`config.mk`:
```
export PLATFORM = sky130hd
export DESIGN_NAME = mul_unit
export DESIGN_NICKNAME = d
export VERILOG_FILES = /design/src/rtl/rv32i_types.sv /design/src/rtl/mul_sign_fixup.sv /design/src/rtl/mul_unit.sv
export SDC_FILE = /design/constraint.sdc
export NUM_CORES = 1
export LEC_CHECK = 0
export BUFFER_PORTS_ARGS = -buffer_cell sky130_fd_sc_hd__buf_2
export CORE_MARGIN = 5
export CORE_UTILIZATION = 50
export CTS_CLUSTER_SIZE = 40
export DETAILED_ROUTE_END_ITERATION = 16
export GPL_ROUTABILITY_DRIVEN = 0
export PLACE_DENSITY = 0.7
export SLEW_MARGIN = 20
export SYNTH_ARGS = -nofsm -noshare
export SYNTH_HDL_FRONTEND = slang
export SYNTH_SLANG_ARGS = --single-unit
export TNS_END_PERCENT = 1
```
`constraint.sdc`:
```
create_clock -name clk -period 5.6 [get_ports clk]
set_input_delay 0.28 -clock clk [delete_from_list [all_inputs] [get_ports clk]]
set_output_delay 0.28 -clock clk [all_outputs]
set_load 0.005 [all_outputs]
```
`src/rtl/rv32i_types.sv`:
```
// rtl/rv32i_types.sv - shared RV32 execution-unit types
package rv32i_types;

  // funct3[1:0] encoding of the M-extension multiply group
  typedef enum logic [1:0] {
    MUL    = 2'b00,
    MULH   = 2'b01,
    MULHSU = 2'b10,
    MULHU  = 2'b11
  } mul_op_t;

  typedef enum logic [1:0] {
    MUL_IDLE = 2'b00,
    MUL_CALC = 2'b01,
    MUL_DONE = 2'b10
  } mul_state_t;

endpackage

```
`src/rtl/mul_sign_fixup.sv`:
```
// rtl/mul_sign_fixup.sv - operand magnitude/sign extraction and result negate/half select
module mul_sign_fixup
  import rv32i_types::*;
(
  input  mul_op_t     src_op_i,
  input  logic [31:0] rs1_i,
  input  logic [31:0] rs2_i,
  output logic [31:0] mag_a_o,
  output logic [31:0] mag_b_o,
  output logic        sign_o,
  input  mul_op_t     res_op_i,
  input  logic        res_sign_i,
  input  logic [63:0] acc_i,
  output logic [31:0] result_o
);

  logic        a_neg;
  logic        b_neg;
  logic [63:0] product;

  // Strip signs from the operands that the op treats as signed, then restore the sign on the product
  always_comb begin
    a_neg      = ((src_op_i == MULH) || (src_op_i == MULHSU)) && rs1_i[31];
    b_neg      = (src_op_i == MULH) && rs2_i[31];
    mag_a_o    = a_neg ? (~rs1_i + 32'd1) : rs1_i;
    mag_b_o    = b_neg ? (~rs2_i + 32'd1) : rs2_i;
    sign_o     = a_neg ^ b_neg;
    product    = res_sign_i ? (~acc_i + 64'd1) : acc_i;
    result_o   = (res_op_i == MUL) ? product[31:0] : product[63:32];
  end

endmodule

```
`src/rtl/mul_unit.sv`:
```
// rtl/mul_unit.sv - iterative RV32M multiplier feeding the CDB multiply slot
module mul_unit
  import rv32i_types::*;
#(
  parameter int BITS_PER_CYCLE = 2,
  parameter int ROB_IDX_WIDTH  = 5
) (
  input  logic                     clk,
  input  logic                     rst,
  input  logic                     flush,
  input  logic                     issue_valid,
  output logic                     issue_ready,
  input  logic [1:0]               issue_op,
  input  logic [ROB_IDX_WIDTH-1:0] issue_rob_idx,
  input  logic [4:0]               issue_rd_addr,
  input  logic [31:0]              issue_rs1_data,
  input  logic [31:0]              issue_rs2_data,
  output logic                     mul_valid,
  output logic [ROB_IDX_WIDTH-1:0] mul_rob_idx,
  output logic [4:0]               mul_rd_addr,
  output logic [31:0]              mul_data
);

  localparam int ITERS = 32 / BITS_PER_CYCLE;

  mul_state_t               state_q, state_d;
  mul_op_t                  op_q, op_d;
  logic [ROB_IDX_WIDTH-1:0] rob_q, rob_d;
  logic [4:0]               rd_q, rd_d;
  logic [63:0]              mcand_q, mcand_d;
  logic [31:0]              mplier_q, mplier_d;
  logic [63:0]              acc_q, acc_d;
  logic [5:0]               cnt_q, cnt_d;
  logic                     sign_q, sign_d;
  logic [31:0]              out_data_q, out_data_d;
  logic [ROB_IDX_WIDTH-1:0] out_rob_q, out_rob_d;
  logic [4:0]               out_rd_q, out_rd_d;

  logic                     accept;
  logic                     load_out;
  logic [63:0]              partial;
  logic [31:0]              mag_a;
  logic [31:0]              mag_b;
  logic                     sign_in;
  logic [31:0]              fix_result;

  mul_sign_fixup u_fixup (
    .src_op_i   (mul_op_t'(issue_op)),
    .rs1_i      (issue_rs1_data),
    .rs2_i      (issue_rs2_data),
    .mag_a_o    (mag_a),
    .mag_b_o    (mag_b),
    .sign_o     (sign_in),
    .res_op_i   (op_q),
    .res_sign_i (sign_q),
    .acc_i      (acc_d),
    .result_o   (fix_result)
  );

  // Next-state, shift-add datapath and handshake/strobe outputs
  always_comb begin
    state_d     = state_q;
    op_d        = op_q;
    rob_d       = rob_q;
    rd_d        = rd_q;
    mcand_d     = mcand_q;
    mplier_d    = mplier_q;
    acc_d       = acc_q;
    cnt_d       = cnt_q;
    sign_d      = sign_q;
    load_out    = 1'b0;
    issue_ready = ((state_q == MUL_IDLE) || (state_q == MUL_DONE)) && !flush;
    mul_valid   = (state_q == MUL_DONE) && !flush;
    accept      = issue_valid && issue_ready;
    partial     = mcand_q * {{(64-BITS_PER_CYCLE){1'b0}}, mplier_q[BITS_PER_CYCLE-1:0]};

    case (state_q)
      MUL_IDLE: begin
        if (accept) state_d = MUL_CALC;
      end
      MUL_CALC: begin
        acc_d    = acc_q + partial;
        mcand_d  = mcand_q << BITS_PER_CYCLE;
        mplier_d = mplier_q >> BITS_PER_CYCLE;
        cnt_d    = cnt_q - 6'd1;
        if (cnt_q == 6'd1) begin
          state_d  = MUL_DONE;
          load_out = 1'b1;
        end
      end
      MUL_DONE: begin
        state_d = accept ? MUL_CALC : MUL_IDLE;
      end
      default: state_d = MUL_IDLE;
    endcase

    if (accept) begin
      op_d     = mul_op_t'(issue_op);
      rob_d    = issue_rob_idx;
      rd_d     = issue_rd_addr;
      mcand_d  = {32'd0, mag_a};
      mplier_d = mag_b;
      sign_d   = sign_in;
      acc_d    = 64'd0;
      cnt_d    = 6'(ITERS);
    end

    if (flush) begin
      state_d  = MUL_IDLE;
      load_out = 1'b0;
    end

    out_data_d = load_out ? fix_result : out_data_q;
    out_rob_d  = load_out ? rob_q      : out_rob_q;
    out_rd_d   = load_out ? rd_q       : out_rd_q;
  end

  // State and datapath registers; async reset drops any operation in flight
  always_ff @(posedge clk or negedge rst) begin
    if (!rst) begin
      state_q    <= MUL_IDLE;
      op_q       <= MUL;
      rob_q      <= '0;
      rd_q       <= '0;
      mcand_q    <= '0;
      mplier_q   <= '0;
      acc_q      <= '0;
      cnt_q      <= '0;
      sign_q     <= 1'b0;
      out_data_q <= '0;
      out_rob_q  <= '0;
      out_rd_q   <= '0;
    end else begin
      state_q    <= state_d;
      op_q       <= op_d;
      rob_q      <= rob_d;
      rd_q       <= rd_d;
      mcand_q    <= mcand_d;
      mplier_q   <= mplier_d;
      acc_q      <= acc_d;
      cnt_q      <= cnt_d;
      sign_q     <= sign_d;
      out_data_q <= out_data_d;
      out_rob_q  <= out_rob_d;
      out_rd_q   <= out_rd_d;
    end
  end

  assign mul_data    = out_data_q;
  assign mul_rob_idx = out_rob_q;
  assign mul_rd_addr = out_rd_q;

endmodule

```
# After elaboration in Yosys (flattened, before gate mapping)
# Cells that the tools add are included.
# totals
register_bits	223
in_bits	80
word_cells	61
# op_classes
bitwise	4
add_sub_neg	5
n_mux	20
n_eq_ne	7
n_reduce_logical	12
n_mul	1
# op_table
op	n
$mux 64	5
$mux 32	5
$add 32x1->32 const B	2
$add 64x1->64 const B	1
$add 64x64->64	1
$mul 64x2->64	1
$not 32->32	2
$not 64->64	1
$mux 6	2
$eq 6x1->1 const B	1
$mux 2	3
$ne 3x3->1 const B	2
$pmux 2 s3	1
$sub 6x1->6 const B	1
$logic_and 1x1->1	5
$eq 2x1->1 const B	2
$eq 2x2->1 const B	2
$logic_not 2->1	2
$mux 1	4
$logic_or 1x1->1	2
$reduce_and 2->1	1
$reduce_bool 2->1	1
$logic_not 1->1	1
$xor 1x1->1	1

# Longest topological paths before layout
# logic_depth
depth_word	9
ltp_mapped	23
mapped_depth_nobuf	20

# By module
# Synthesis repeated with hierarchy kept, for this count alone.
# unflattened
cells_unflattened	2338
hier_area_um2	18368.9
# by_module_without_submodules
module	area_per_inst_um2	n_inst	cells_per_inst	seq_area_each_um2
mul_unit	14970.6	1	1807	5580.4
mul_sign_fixup	3398.3	1	531	0.0

# Worst setup path before layout
# No wires, ideal clock.
# synth_timing
path_type	register to register
start	reg mplier_q[1]
end	reg out_data_q[31], in the netlist mul_data[31]
stages_incl_launch_ff	20
synth_period_minus_slack_ns	5.376
setup_ns	0.128
path_slack_ns	0.224
t_required_ns	5.472
arrival_ns	5.248
cell_sequence	dfrtp_1 clkbuf_1 clkbuf_1 nand2_1 fa_1 fa_1 nand2b_1 a211oi_2 o21ai_2 a211oi_1 or3_4 or3_1 and3_1 inv_2 nor4_2 or3b_1 or3_4 or3_4 a2111oi_4 nor3_1
# synth_via
elab_chain_cells	8
# synth_lines
item	line_no	rtl
from (decl)	mul_unit.sv:31	logic [31:0] mplier_q, mplier_d;
from (signal assigned)	mul_unit.sv:139	mplier_q <= mplier_d;
$mul 64x2->64	mul_unit.sv:75	partial = mcand_q * {{(64-BITS_PER_CYCLE){1'b0}}, mplier_q[BITS_PER_CYCLE-1:0]};
$add 64x64->64	mul_unit.sv:82	acc_d = acc_q + partial;
$mux 64	mul_unit.sv:77	case (state_q)
$mux 64	mul_unit.sv:97	if (accept) begin
named net acc_d[45]	mul_unit.sv:32	logic [63:0] acc_q, acc_d;
$not 64->64	mul_sign_fixup.sv:28	product = res_sign_i ? (~acc_i + 64'd1) : acc_i;
$add 64x1->64	mul_sign_fixup.sv:28	
$mux 64	mul_sign_fixup.sv:28	
$mux 32	mul_sign_fixup.sv:29	result_o = (res_op_i == MUL) ? product[31:0] : product[63:32];
to (signal assigned)	mul_unit.sv:143	out_data_q <= out_data_d;
to (decl)	mul_unit.sv:35	logic [31:0] out_data_q, out_data_d;
# The timed path passes the listed nets, and every way through them passes these cells.
# A chain may end at the register's enable or synchronous reset.

# Worst setup path in the final report
# Ends and elaborated chain as after synthesis.

==> reports/qor.yml <==
route:
  vias: 20030
  drt_iter0_drc: 2308
  drtAntennaViolNets: 0
  via_per_inst: 6.098
  drt_pass1_iterations: 6
  wl_mm: 64.57
  route.detailed.drc: 0
  avgRoutedWirePerCell_um: 19.66
timing:
  worst_pin_slew_ns: 1.086
  drv_slew: 0
  final_hold_viol_count: 0
  finalCritPeriodShare: 0.9906
  min_period_ns: 5.547
  setup_viol: 0
  max_slew_margin: 0.2755
  final.setup.tns_ns: 0
  fin_skew_ns: 0.01537
  max_freq_ghz: 0.1803
  grt_setup_unrepaired: "yes"
  fin_ws_ns: 0.05274
clock_network:
  cts_tree: "done"
  clk_latency_ns: 0.58
  clock_path_buffers: 3
  htree_levels: 1
  cts_made_buffers: 27
  root_buffer: "clkbuf_16"
  clkTransAtPathRegs_ns: 0.06
  clock_sinks: 223
synthesis:
  synth_top_flop_cell: "dfrtp_1"
  syn_nets: 2813
  seq_area_frac_synth: 0.2854
  synth_edf_count: 0
  ys_warn_count: 0
  syn_area_per_cell_um2: 7.517
  syn-instance-count: 2601
  async_flop_share: 1.000
  synth_area_um2: 19550
  yosysUniqueCellTypes: 101
  ys_ff_latch: 223
place:
  post-place-ws_ns: -0.006701
  hpwlAfterDp_mm: 48.68
  port_buffers: 123
setup_path:
  crit_slowest_cell: "or4b_4"
  path_max_fanout: 28
  cp_num_buf_inv: 2
  path_cells: "buf_12, nand2_1, fa_1, inv_1, ha_1, a21oi_2, o21ai_0, a221o_1, o211ai_1, nand3_1, a221oi_2, xor2_1, o22ai_2, or4b_4, or4_1, or3_4, a2111oi_4, nor3_1"
  start_kind: "register"
  cp_top_family: "simple AND/OR/NAND/NOR gates"
  critPathRequiredTime_ns: 6.05
  end_kind: "register"
  slowest_delay_ns: 0.56
  worstPathArrival_ns: 6.00
  r2r_setup_slack_ns: 0.05
  criticalPathCategory: "reg -> reg"
floorplanning:
  start_util: 0.5059
  die-area_um2: 43160
  core-area_um2: 38650
  die_height_um: 207.7
  pin_count: 124
  die_x_um: 207.7
  num_rows: 72
global_routing:
  antenna_found_initial: 0
  track_usage: 0.2894
  grt_pass1_wl_mm: 103.7
  overflow: 0
  grt_start_max_net_pins: 154
  first_global_vias: 19750
final_layout:
  fillerInstances: 3551
  layout.nets: 2957
  drive_gt1_frac: 0.1428
  n_antenna_cell: 0
  area_delta_synth_final_pct: 15.67
power_and_ir_drop:
  cellLeakagePower_nw: 10.68
  powerDensity_nw_per_um2: 567.9
  vdd_drop_max_mv: 0.3210
status:
  status: "finished clean"
worst_hold_path:
  worstHoldPathType: "in -> reg"
run:
  max_cap_viol_count: 0
[flip-flops by register name, summed over array words and instances (netlist names), 5 cells and up]
| name | flops |
|---|---|
| mul_data | 32 |
| rd_q | 5 |
| mcand_q | 64 |
| acc_q | 64 |
| cnt_q | 6 |
| mplier_q | 32 |
| rob_q | 5 |
| mul_rd_addr | 5 |
| mul_rob_idx | 5 |
[path summary, 6_finish.rpt]
path / from / end / cells after the start
max in group asynchronous: rst / acc_q[61] / 3
worst max-delay path: mplier_q[1] / mul_data[31] / 18
worst max register to register: mplier_q[1] / mul_data[31] / 18
min in group asynchronous: rst / mcand_q[30] / 2
worst min-delay path: issue_rs1_data[24] / mcand_q[24] / 4
worst min register to register: rd_q[4] / mul_rd_addr[4] / 2
[cell type report]
type,count,area [um2],area share
clock buffers,34,732.0,0.03237
clock inverters,16,279.0,0.01234
inverters,225,844.6,0.03735
multi-input cells,2001,12720,0.5624
flip-flops and latches,223,5584,0.2469
well taps,518,648.1,0.02866
repair buffers,267,1809,0.08000
[placed cells by master (no fill, tap or decap), types with 10 or more instances in the layout]
cell type      Yosys  final
a211oi_1          19     16
a21o_1            29     29
a21oi_1          183    179
a21oi_2            8     10
a31oi_1           75     75
and2_1            16     16
and3_1            24     24
and4_1            17     17
buf_2             31    122
buf_4              3    124
clkbuf_16          0     27
dfrtp_1          223    220
dlygate4sd3_1      0     13
fa_1              63     63
ha_1              69     68
inv_1            223    223
mux2i_1           19     19
nand2_1          559    558
nand2b_1          23     22
nand3_1           55     52
nand4_1           48     48
nor2_1           218    213
nor3_1            55     54
nor4_1            28     25
o211ai_1          19     19
o21a_1            15     14
o21ai_0          112    102
o21ai_1            9     17
o31ai_1           20     19
o41ai_1           11     10
or3_1             17     17
xnor2_1           44     44
xor2_1            48     48
[Yosys cell counts, types with 8 or more instances]
| cell type | number | area share |
|---|---|---|
| nand2_1 | 559 | 0.11 |
| dfrtp_1 | 223 | 0.29 |
| inv_1 | 223 | 0.043 |
| nor2_1 | 218 | 0.042 |
| a21oi_1 | 183 | 0.047 |
| o21ai_0 | 112 | 0.029 |
| clkbuf_1 | 100 | 0.019 |
| a31oi_1 | 75 | 0.024 |
| ha_1 | 69 | 0.044 |
| fa_1 | 63 | 0.065 |
| nand3_1 | 55 | 0.014 |
| nor3_1 | 55 | 0.014 |
| nand4_1 | 48 | 0.015 |
| xor2_1 | 48 | 0.022 |
| xnor2_1 | 44 | 0.020 |
| buf_2 | 31 | 0.0079 |
| a21o_1 | 29 | 0.011 |
| nor4_1 | 28 | 0.0090 |
| and3_1 | 24 | 0.0077 |
| nand2b_1 | 23 | 0.0074 |
| o31ai_1 | 20 | 0.0077 |
| a211oi_1 | 19 | 0.0073 |
| mux2i_1 | 19 | 0.0097 |
| o211ai_1 | 19 | 0.0073 |
| and4_1 | 17 | 0.0076 |
| or3_1 | 17 | 0.0054 |
| and2_1 | 16 | 0.0051 |
| buf_1 | 16 | 0.0031 |
| o21a_1 | 15 | 0.0058 |
| o41ai_1 | 11 | 0.0049 |
| a22o_1 | 9 | 0.0040 |
| a22oi_1 | 9 | 0.0035 |
| o21ai_1 | 9 | 0.0023 |
| o22ai_1 | 9 | 0.0029 |
| a211o_1 | 8 | 0.0036 |
| a21oi_2 | 8 | 0.0036 |
| or4_1 | 8 | 0.0031 |
[metrics by stage]
stage                       util  hold slack (ns)  power, W  instance area [um2]  cells
after floorplan                -         -0.01559  0.007553                19550   2601
after global placement    0.5502           0.3245   0.01023                21270   3218
after detailed placement  0.5502           0.3401   0.01041                21270   3218
after CTS                 0.5799          0.01768   0.01248                22410   3281
after global routing      0.5851          0.04329   0.01370                22610   3284
final                     0.5851          0.03250   0.01284                22610   3284
[power breakdown]
part	internal [W]	total, W	leakage [nW]	switching [W]
Sequential	0.00211	0.00252	2.86	0.000409
Combinational	0.00301	0.00832	7.32	0.00531
Clock	0.00125	0.00201	0.492	0.000756
[worst register-to-register path: cells and delay by family (launching register included)]
kind,cells,cell delay [ns]
fa+ha+maj,2,0.91
compound gates,7,1.82
xor+xnor,1,0.20
simple gates,6,1.83
buf+inv,2,0.23
flops,1,0.44
[cells by family after synthesis]
| kind of cell | Yosys count | synth area share |
|---|---|---|
| DFF | 223 | 0.2854 |
| xor gates and xnor gates | 92 | 0.04121 |
| AOI/OAI and AO/OA | 634 | 0.2139 |
| buffers and inverters | 377 | 0.07571 |
| and+or+nand+nor | 1120 | 0.2630 |
| muxes | 23 | 0.01203 |
| adders and majority gates | 132 | 0.1087 |
[per-layer routing]
metal	global-route usage	routed length (um)	vias up
met3	0.05410	5281	228
met2	0.4704	29610	958
met1	0.3737	26000	9549
met5	0	0	-
li1	-	-	9291
met4	0.1400	3687	0
[timing repair]
item                                    CTS  global route
cloned                                    0             0
pin swaps                                 0             4
endpoints found under the setup margin    1            19
endpoints found under the hold margin    93             0
hold buffers                             13             0
buffers inserted                          0             3
resized for setup                         2            44
(Power assumes the default switching activity.)
